## src/rtl/lab5_program_loader.sv

```systemverilog
// Streams a program into the shared RAM, appends a zero terminator, then starts the controller.
// Latency: last word accepted at t -> written t+1, terminator t+2, start t+3; in_ready drops outside IDLE/LOAD.
module lab5_program_loader #(
  parameter int ADDR_WIDTH = 6,
  parameter int DATA_WIDTH = 32
) (
  input  logic                  clk,
  input  logic                  rst,
  input  logic                  in_valid,
  input  logic [DATA_WIDTH-1:0] in_data,
  input  logic                  in_last,
  output logic                  in_ready,
  output logic [ADDR_WIDTH-1:0] ram_addr,
  output logic [DATA_WIDTH-1:0] ram_din,
  output logic                  ram_we,
  output logic                  ram_own,
  output logic                  start,
  input  logic                  ctrl_done,
  output logic [ADDR_WIDTH-1:0] word_count,
  output logic                  zero_seen,
  output logic                  error
);

  // Highest address a data word may occupy while still leaving room for the terminator.
  localparam logic [ADDR_WIDTH-1:0] LAST_DATA_ADDR = {{(ADDR_WIDTH-1){1'b1}}, 1'b0};

  typedef enum logic [2:0] {
    S_IDLE,
    S_LOAD,
    S_TERM,
    S_START,
    S_RUN,
    S_ERR
  } state_t;

  state_t                  state;
  state_t                  next_state;
  logic [ADDR_WIDTH-1:0]   ptr;
  logic [ADDR_WIDTH-1:0]   wr_addr;
  logic                    xfer;

  always_ff @(posedge clk) begin
    if (!rst) begin
      state <= S_IDLE;
    end else begin
      state <= next_state;
    end
  end

  always_comb begin
    next_state = state;
    in_ready   = 1'b0;
    wr_addr    = ptr;
    // in_ready is gated by rst so every output reads 0 while reset is held.
    case (state)
      S_IDLE: begin
        in_ready = rst;
        wr_addr  = '0;
      end
      S_LOAD:  in_ready = rst;
      default: ;
    endcase
    xfer = in_valid && in_ready;
    case (state)
      S_IDLE, S_LOAD: begin
        if (xfer) begin
          if (in_last) begin
            next_state = S_TERM;
          end else if (wr_addr == LAST_DATA_ADDR) begin
            next_state = S_ERR;
          end else begin
            next_state = S_LOAD;
          end
        end
      end
      S_TERM:  next_state = S_START;
      S_START: next_state = S_RUN;
      S_RUN:   if (ctrl_done) next_state = S_IDLE;
      S_ERR:   next_state = S_ERR;
      default: next_state = S_IDLE;
    endcase
  end

  always_ff @(posedge clk) begin
    if (!rst) begin
      ptr        <= '0;
      ram_we     <= 1'b0;
      ram_addr   <= '0;
      ram_din    <= '0;
      ram_own    <= 1'b0;
      start      <= 1'b0;
      word_count <= '0;
      zero_seen  <= 1'b0;
      error      <= 1'b0;
    end else begin
      ram_we <= 1'b0;
      start  <= 1'b0;
      if (xfer) begin
        ram_we   <= 1'b1;
        ram_addr <= wr_addr;
        ram_din  <= in_data;
        ptr      <= wr_addr + 1'b1;
        if (state == S_IDLE) begin
          ram_own   <= 1'b1;
          zero_seen <= (in_data == '0);
        end else if (in_data == '0) begin
          zero_seen <= 1'b1;
        end
      end
      case (state)
        S_TERM: begin
          ram_we     <= 1'b1;
          ram_addr   <= ptr;
          ram_din    <= '0;
          word_count <= ptr;
        end
        S_START: begin
          start   <= 1'b1;
          ram_own <= 1'b0;
        end
        // The overflowing word is written with ownership still held; release afterwards.
        S_ERR: begin
          ram_own <= 1'b0;
          error   <= 1'b1;
        end
        default: ;
      endcase
    end
  end

endmodule

```

## config.mk

```make
export PLATFORM = sky130hd
export DESIGN_NAME = lab5_program_loader
export DESIGN_NICKNAME = d
export VERILOG_FILES = /design/src/rtl/lab5_program_loader.sv
export SDC_FILE = /design/constraint.sdc
export NUM_CORES = 1
export LEC_CHECK = 0
export CELL_PAD_IN_SITES_DETAIL_PLACEMENT = 0
export CELL_PAD_IN_SITES_GLOBAL_PLACEMENT = 1
export CORE_MARGIN = 2
export CORE_UTILIZATION = 33
export CTS_CLUSTER_SIZE = 30
export DETAILED_ROUTE_END_ITERATION = 10
export PLACE_DENSITY = 0.93
export REMOVE_ABC_BUFFERS = 1
export SLEW_MARGIN = 30
export SYNTH_ARGS = -nofsm -noshare
export SYNTH_HDL_FRONTEND = slang
export SYNTH_SLANG_ARGS = --single-unit
```

## constraint.sdc

```tcl
create_clock -name clk -period 5.3 [get_ports clk]
set_clock_uncertainty 0.2 [all_clocks]
set_input_delay 0.53 -clock clk [delete_from_list [all_inputs] [get_ports clk]]
set_output_delay 0.53 -clock clk [all_outputs]
set_load 0.005 [all_outputs]
```

==> results.yml <==
sta:
  hold_viol: 0
  max_freq_ghz: 0.315
  post-route-period-util_pct: 59.8
  setup_ws_ns: 2.13
  setup_tns_ns: 0
  relSlewSlack_pct: 46.8
  period_minus_slack_ns: 3.17
  setup_viol: 0
  tightest_slew_ns: 0.798
  rsz0062_at_grt: "no"
  slew_violations: 0
finish:
  finalNonFillerCells: 469
  final_common_cell: "clkdlybuf4s50_1"
  regArea_um2: 1160
  final_cell_mix: "86 x clkdlybuf4s50_1, 83 x nand2_1, 58 x dfxtp_1, 44 x a21oi_1, 13 x nor2_1"
  antenna_cells: 0
  num-nets-final: 407
  multi_input_area_um2: 1050
  final_area_um2: 3450
  syn_to_final_growth_pct: 49.3
  final_util_pct: 50.7
  fill_cells: 650
  drive_gt1_share_pct: 5.90
yosys:
  synthDistinctLibCells: 31
  yosysWarnings: 0
  synth_edf_count: 0
  yosysSeqAreaShare_pct: 50.3
  syn_area_per_cell_um2: 7.98
  synth_cells: 289
  synth-seq-cells: 58
  synth_ff_type: "dfxtp_1"
  async_flop_share_pct: 0
  synthesis.area_um2: 2310
clock_network:
  htreeDepth: 3
  cts_resized: 0
  clk_latency_ns: 0.33
  cts_buffers: 9
  cts_max_path_buffers: 2
  root_buffer: "clkbuf_8"
  post_cts_buffers: 0
  cts_tree: "done"
  hold_buffers: 0
  cts_num_sinks: 58
  clk_pin_slew_worst_paths_ns: 0.07
global_route:
  grt_pass1_vias: 2134
  grt_pass1_wl_mm: 9.74
  grt_max_degree: 43
  grt_antenna_before_repair: 0
  grt_util_all_layers_pct: 16.0
  grt_overflow: 0
placed_design:
  place_congestion: 0.779
  preCtsSetupSlack_ns: 2.10
  dp_cells: 453
  io_buffers: 86
  dpl_cell_area_um2: 3230
  hpwl_mm: 4.04
power:
  p_per_area_nw_per_um2: 303
  peakVddDrop_mv: 0.129
  p_leak_nw: 1.20
floorplan:
  start_util_pct: 34.0
  fp.dieW_um: 87.6
  row_count: 30
  placeableCoreArea_um2: 6790
  dieArea_um2: 7680
  fp.dieH_um: 87.6
  ios: 87
route:
  wire_per_inst_um: 12.8
  wl_mm: 5.99
  remaining_drc_errors: 0
  ant_nets: 0
  num_vias: 2289
  first_iter_violations: 88
  firstDrtPassIters: 4
  vias_per_cell: 4.88
min_path:
  hold_path.class: "flip-flop to flip-flop"
worst_setup_path:
  critPathMaxFanout: 22
  arrival_ns: 2.44
  worst-setup-path-type: "primary input to primary output"
  worstSetupEndpointType: "primary output"
  critical_path_required_ns: 4.57
  critPathSlowestCell: "clkdlybuf4s50_1"
  crit_path_max_incr_delay_ns: 0.70
  path_cells: "clkdlybuf4s50_1, inv_1, nor3_1, clkdlybuf4s50_1"
  start_kind: "primary input"
  cpMostUsedCell: "clkdlybuf4s50_1"
status:
  status: "completed"
run:
  drv_cap: 0
[stage by stage]
step                      total power [mW]  hold WS [ns]
after floorplan                      0.523         0.248
after global placement               0.600         0.240
after detailed placement             0.603         0.246
after CTS                             1.06         0.256
after global routing                  1.09         0.274
final                                 1.04         0.251
[routing by layer]
metal  share of wire (%)  GRT usage (%)  up-vias
met1                  44           18.9     1066
met4                 1.9           7.69        0
met2                  47           26.1       75
li1                    -              -     1136
met3                 7.5           5.66       12
met5                   0              0        -
[layout make-up]
class | count | area share, %
multi-input combinational | 206 | 30.4
inverter | 4 | 0.436
sequential | 58 | 33.7
clock buffer | 11 | 4.10
clock inverter | 5 | 2.25
tap | 96 | 3.49
timing repair buffer | 89 | 25.6
[where the power goes]
group          switching [mW]  total, mW  internal, mW
registers              0.0127      0.465         0.452
logic                  0.0597      0.127        0.0674
clock network           0.176      0.452         0.276
[critical path, delay by kind of cell]
kind / cells / cell delay [ns]
AND/OR/NAND/NOR: 1 / 0.25
buffers and inverters: 3 / 1.66
[registers in the layout, indices dropped and copies added (netlist names)]
| name | flops |
|---|---|
| state | 3 |
| ram_we | 1 |
| ptr | 6 |
| ram_din | 32 |
| error | 1 |
| word_count | 6 |
| ram_own | 1 |
| zero_seen | 1 |
| ram_addr | 6 |
| start | 1 |
[Yosys cell counts, drive strengths merged (3+ instances only)]
library cell  instances  area, um^2
nand2b                3        18.8
inv                   4        15.0
nand2                83         312
clkbuf               12        45.0
o21ai                 9        45.0
nor4                  8        50.1
nor2                 13        48.8
nor2b                 3        18.8
nand3                 9        45.0
a21oi                44         220
nor3                  4        20.0
mux2i                 7        70.1
dfxtp                58        1160
buf                   9        43.8
or4b                  3        30.0
[worst paths after layout]
path | startpoint | endpoint | slack (ns) | cells after the start
hold / removal | ram_addr[4] | ram_addr[4] | 0.25 | 2
setup reg to reg | state[2] | state[2] | 2.44 | 8
setup / recovery | rst | in_ready | 2.13 | 4
hold reg to reg | ram_addr[4] | ram_addr[4] | 0.25 | 2
[logic make-up after synthesis]
| logic type | Yosys count | share of synthesized area (%) |
|---|---|---|
| mux | 8 | 3.53 |
| flops | 58 | 50.3 |
| buf+inv | 25 | 4.50 |
| fa+ha+maj | 2 | 1.08 |
| compound gates | 58 | 13.1 |
| simple gates | 138 | 27.4 |
(Power assumes the default switching activity.)
==> patch (same flow settings) <==
Re-encode `state_t` (6 states) as one-hot, 6 bits wide.
--- a/src/rtl/lab5_program_loader.sv
+++ b/src/rtl/lab5_program_loader.sv
@@ -24,13 +24,13 @@
   // Highest address a data word may occupy while still leaving room for the terminator.
   localparam logic [ADDR_WIDTH-1:0] LAST_DATA_ADDR = {{(ADDR_WIDTH-1){1'b1}}, 1'b0};
 
-  typedef enum logic [2:0] {
-    S_IDLE,
-    S_LOAD,
-    S_TERM,
-    S_START,
-    S_RUN,
-    S_ERR
+  typedef enum logic [5:0] {
+    S_IDLE  = 6'b000001,
+    S_LOAD  = 6'b000010,
+    S_TERM  = 6'b000100,
+    S_START = 6'b001000,
+    S_RUN   = 6'b010000,
+    S_ERR   = 6'b100000
   } state_t;
 
   state_t                  state;
Formal check against the unedited RTL: no difference found for any inputs over 10 cycles, from zero or initial values and one cycle with rst low; not proved beyond that.
==> patch against the unedited design <==
Final area up 6.1%. Sequential cell count up 3. First-iteration DRC count up 78%. Wire length up 8.3%. Die area up 7.9%. Synthesized area up 8.3%. Setup slack worse by 0.37 ns. Total power up 17%. Highest routed layer unchanged.
==> patch: results (changes against the unedited design) <==
library cells used by synthesis = 46 (was 31)
Iteration-0 DRC Markers = 157 (was 88)
worst min path class = flop to flop (unchanged)
antenna violations before repair = 0 (unchanged)
mux cell area share after synthesis = 0.0280 (was 0.0352)
Area after DPL = 0.00341 mm^2 (was 0.00323 mm^2)
hold-fix buffers at CTS = 0 (unchanged)
final WL = 6.49 mm (was 5.99 mm)
Final #Nets = 420 (was 407)
Port Buffer Count = 86 (unchanged)
# diodes = 0 (unchanged)
max reg flops = 32 (unchanged)
share of post-route cells with drive strength above 1 = 0.0648 (was 0.0590)
first drt pass iteration count = 4 (unchanged)
first-pass GRT wire length = 10.5 mm (was 9.74 mm)
Sw Share = 0.253 (was 0.238)
clk root buf = clkbuf_8 (unchanged)
ys async rst share = 0 (unchanged)
GRT Total Usage = 0.156 (was 0.160)
register area share after synthesis = 0.489 (was 0.503)
Max IR drop VDD = 0.123 mV (was 0.129 mV)
crit-path max FO = 17 (was 22)
Pleak = 1.35 nW (was 1.20 nW)
CTS Buffer Depth = 2 (unchanged)
depth of the worst register-to-register path = 9 (was 8)
Synth Area in XOR/XNOR = 0.0105 (was 0)
vias in the first global route = 2,187 (was 2,134)
commonest cells in the netlist = nand2_1 (72), dfxtp_1 (61), a21oi_1 (41) (was nand2_1 (83), dfxtp_1 (58), a21oi_1 (44))
HPWL Detailed = 4.62 mm (was 4.04 mm)
post-synthesis adder-cell area fraction = 0.0100 (was 0.0108)
synth top area cells = dfxtp_1 (49%), nand2_1 (11%), a21oi_1 (8.2%), mux2i_1 (2.8%), nor2_1 (2.6%) (was dfxtp_1 (50%), nand2_1 (14%), a21oi_1 (9.5%), mux2i_1 (3.0%), nor4_1 (2.2%))
GP Congestion = 0.890 (was 0.779)
Post-synth top flop = dfxtp_1 (unchanged)
final setup vio count = 0 (unchanged)
clock slew at reported path FFs = 0.07 ns (about the same)
via/cell ratio = 4.90 (was 4.88)
pin count of the biggest net entering global routing = 40 (was 43)
outcome = finished, final reports clean (unchanged)
Worst Tran Pin Value = 0.653 ns (was 0.798 ns)
post-cts sizing count = 0 (unchanged)
H-Tree Depth = 3 (unchanged)
Worst Path Arrival = 2.81 ns (was 2.44 ns)
fraction of the mapped netlist area in compound gates = 0.165 (was 0.131)
Post-CTS Setup Bufs = 0 (unchanged)
Largest Register = ram_din (unchanged)
==> patch: cell count changes after synthesis, moves of 3 or more <==
cell | unedited run | this run
dfxtp_1 | 58 | 61
nor2_1 | 13 | 17
and3_1 | 1 | 7
buf_2 | 8 | 5
o21a_1 | 0 | 3
a22o_1 | 0 | 5
o21ai_0 | 9 | 3
nand2_1 | 83 | 72
a21oi_1 | 44 | 41
or4b_1 | 3 | 0
==> patch: final timing paths <==
path,startpoint,end,slack [ns]
min,ram_din[19]$_SDFFE_PP0P_,ram_din[19]$_SDFFE_PP0P_,0.26
max reg2reg,state[1]$_SDFFE_PN0P_,state[5]$_SDFFE_PN0P_,2.61
min reg2reg,ram_din[19]$_SDFFE_PP0P_,ram_din[19]$_SDFFE_PP0P_,0.26
max,rst,in_ready,1.76
==> patch: cell type report <==
type	count	area, um^2
clock buffers	13	179
clock inverters	3	65.1
fillers	719	3630
inverters	5	18.8
multi-input cells	215	1170
flip-flops and latches	61	1220
well taps	99	124
repair buffers	89	883
==> patch: cells by family (layout without fill, tap and decap cells) <==
family,count (synthesis),after routing
AND/OR/NAND/NOR,136,136
AO/OA/AOI/OAI,67,67
flip-flops,61,61
buffers and inverters,24,110
multiplexers,7,7
XOR/XNOR,3,3
adder cells (fa/ha/maj),2,2
==> patch: per-layer routing <==
layer,track usage,wire length [um]
met2,0.257,3020
met3,0.0556,481
met4,0.0606,93
met5,0,0
met1,0.186,2900
==> patch: metrics by stage <==
| stage | worst slack (ns) | instances |
|---|---|---|
| floorplan | 2.89 | 281 |
| global placement | 1.81 | 469 |
| detailed placement | 1.76 | 469 |
| CTS | 1.74 | 485 |
| global route | 1.60 | 485 |
| finish | 1.76 | 485 |
==> patch: power by group through the flow <==
stage	clock, mW	combinational, mW	sequential, mW
2_1_floorplan	0	0.106	0.519
6_report	0.490	0.220	0.511
3_5_place_dp	0	0.221	0.521
5_1_grt	0.525	0.243	0.515
4_1_cts	0.501	0.222	0.511
3_3_place_gp	0	0.219	0.520
==> patch: critical path: stages <==
cell and delay, ns:
clkdlybuf4s50_1 0.84, clkinv_1 0.60, nor3_1 0.31, clkdlybuf4s50_1 0.53
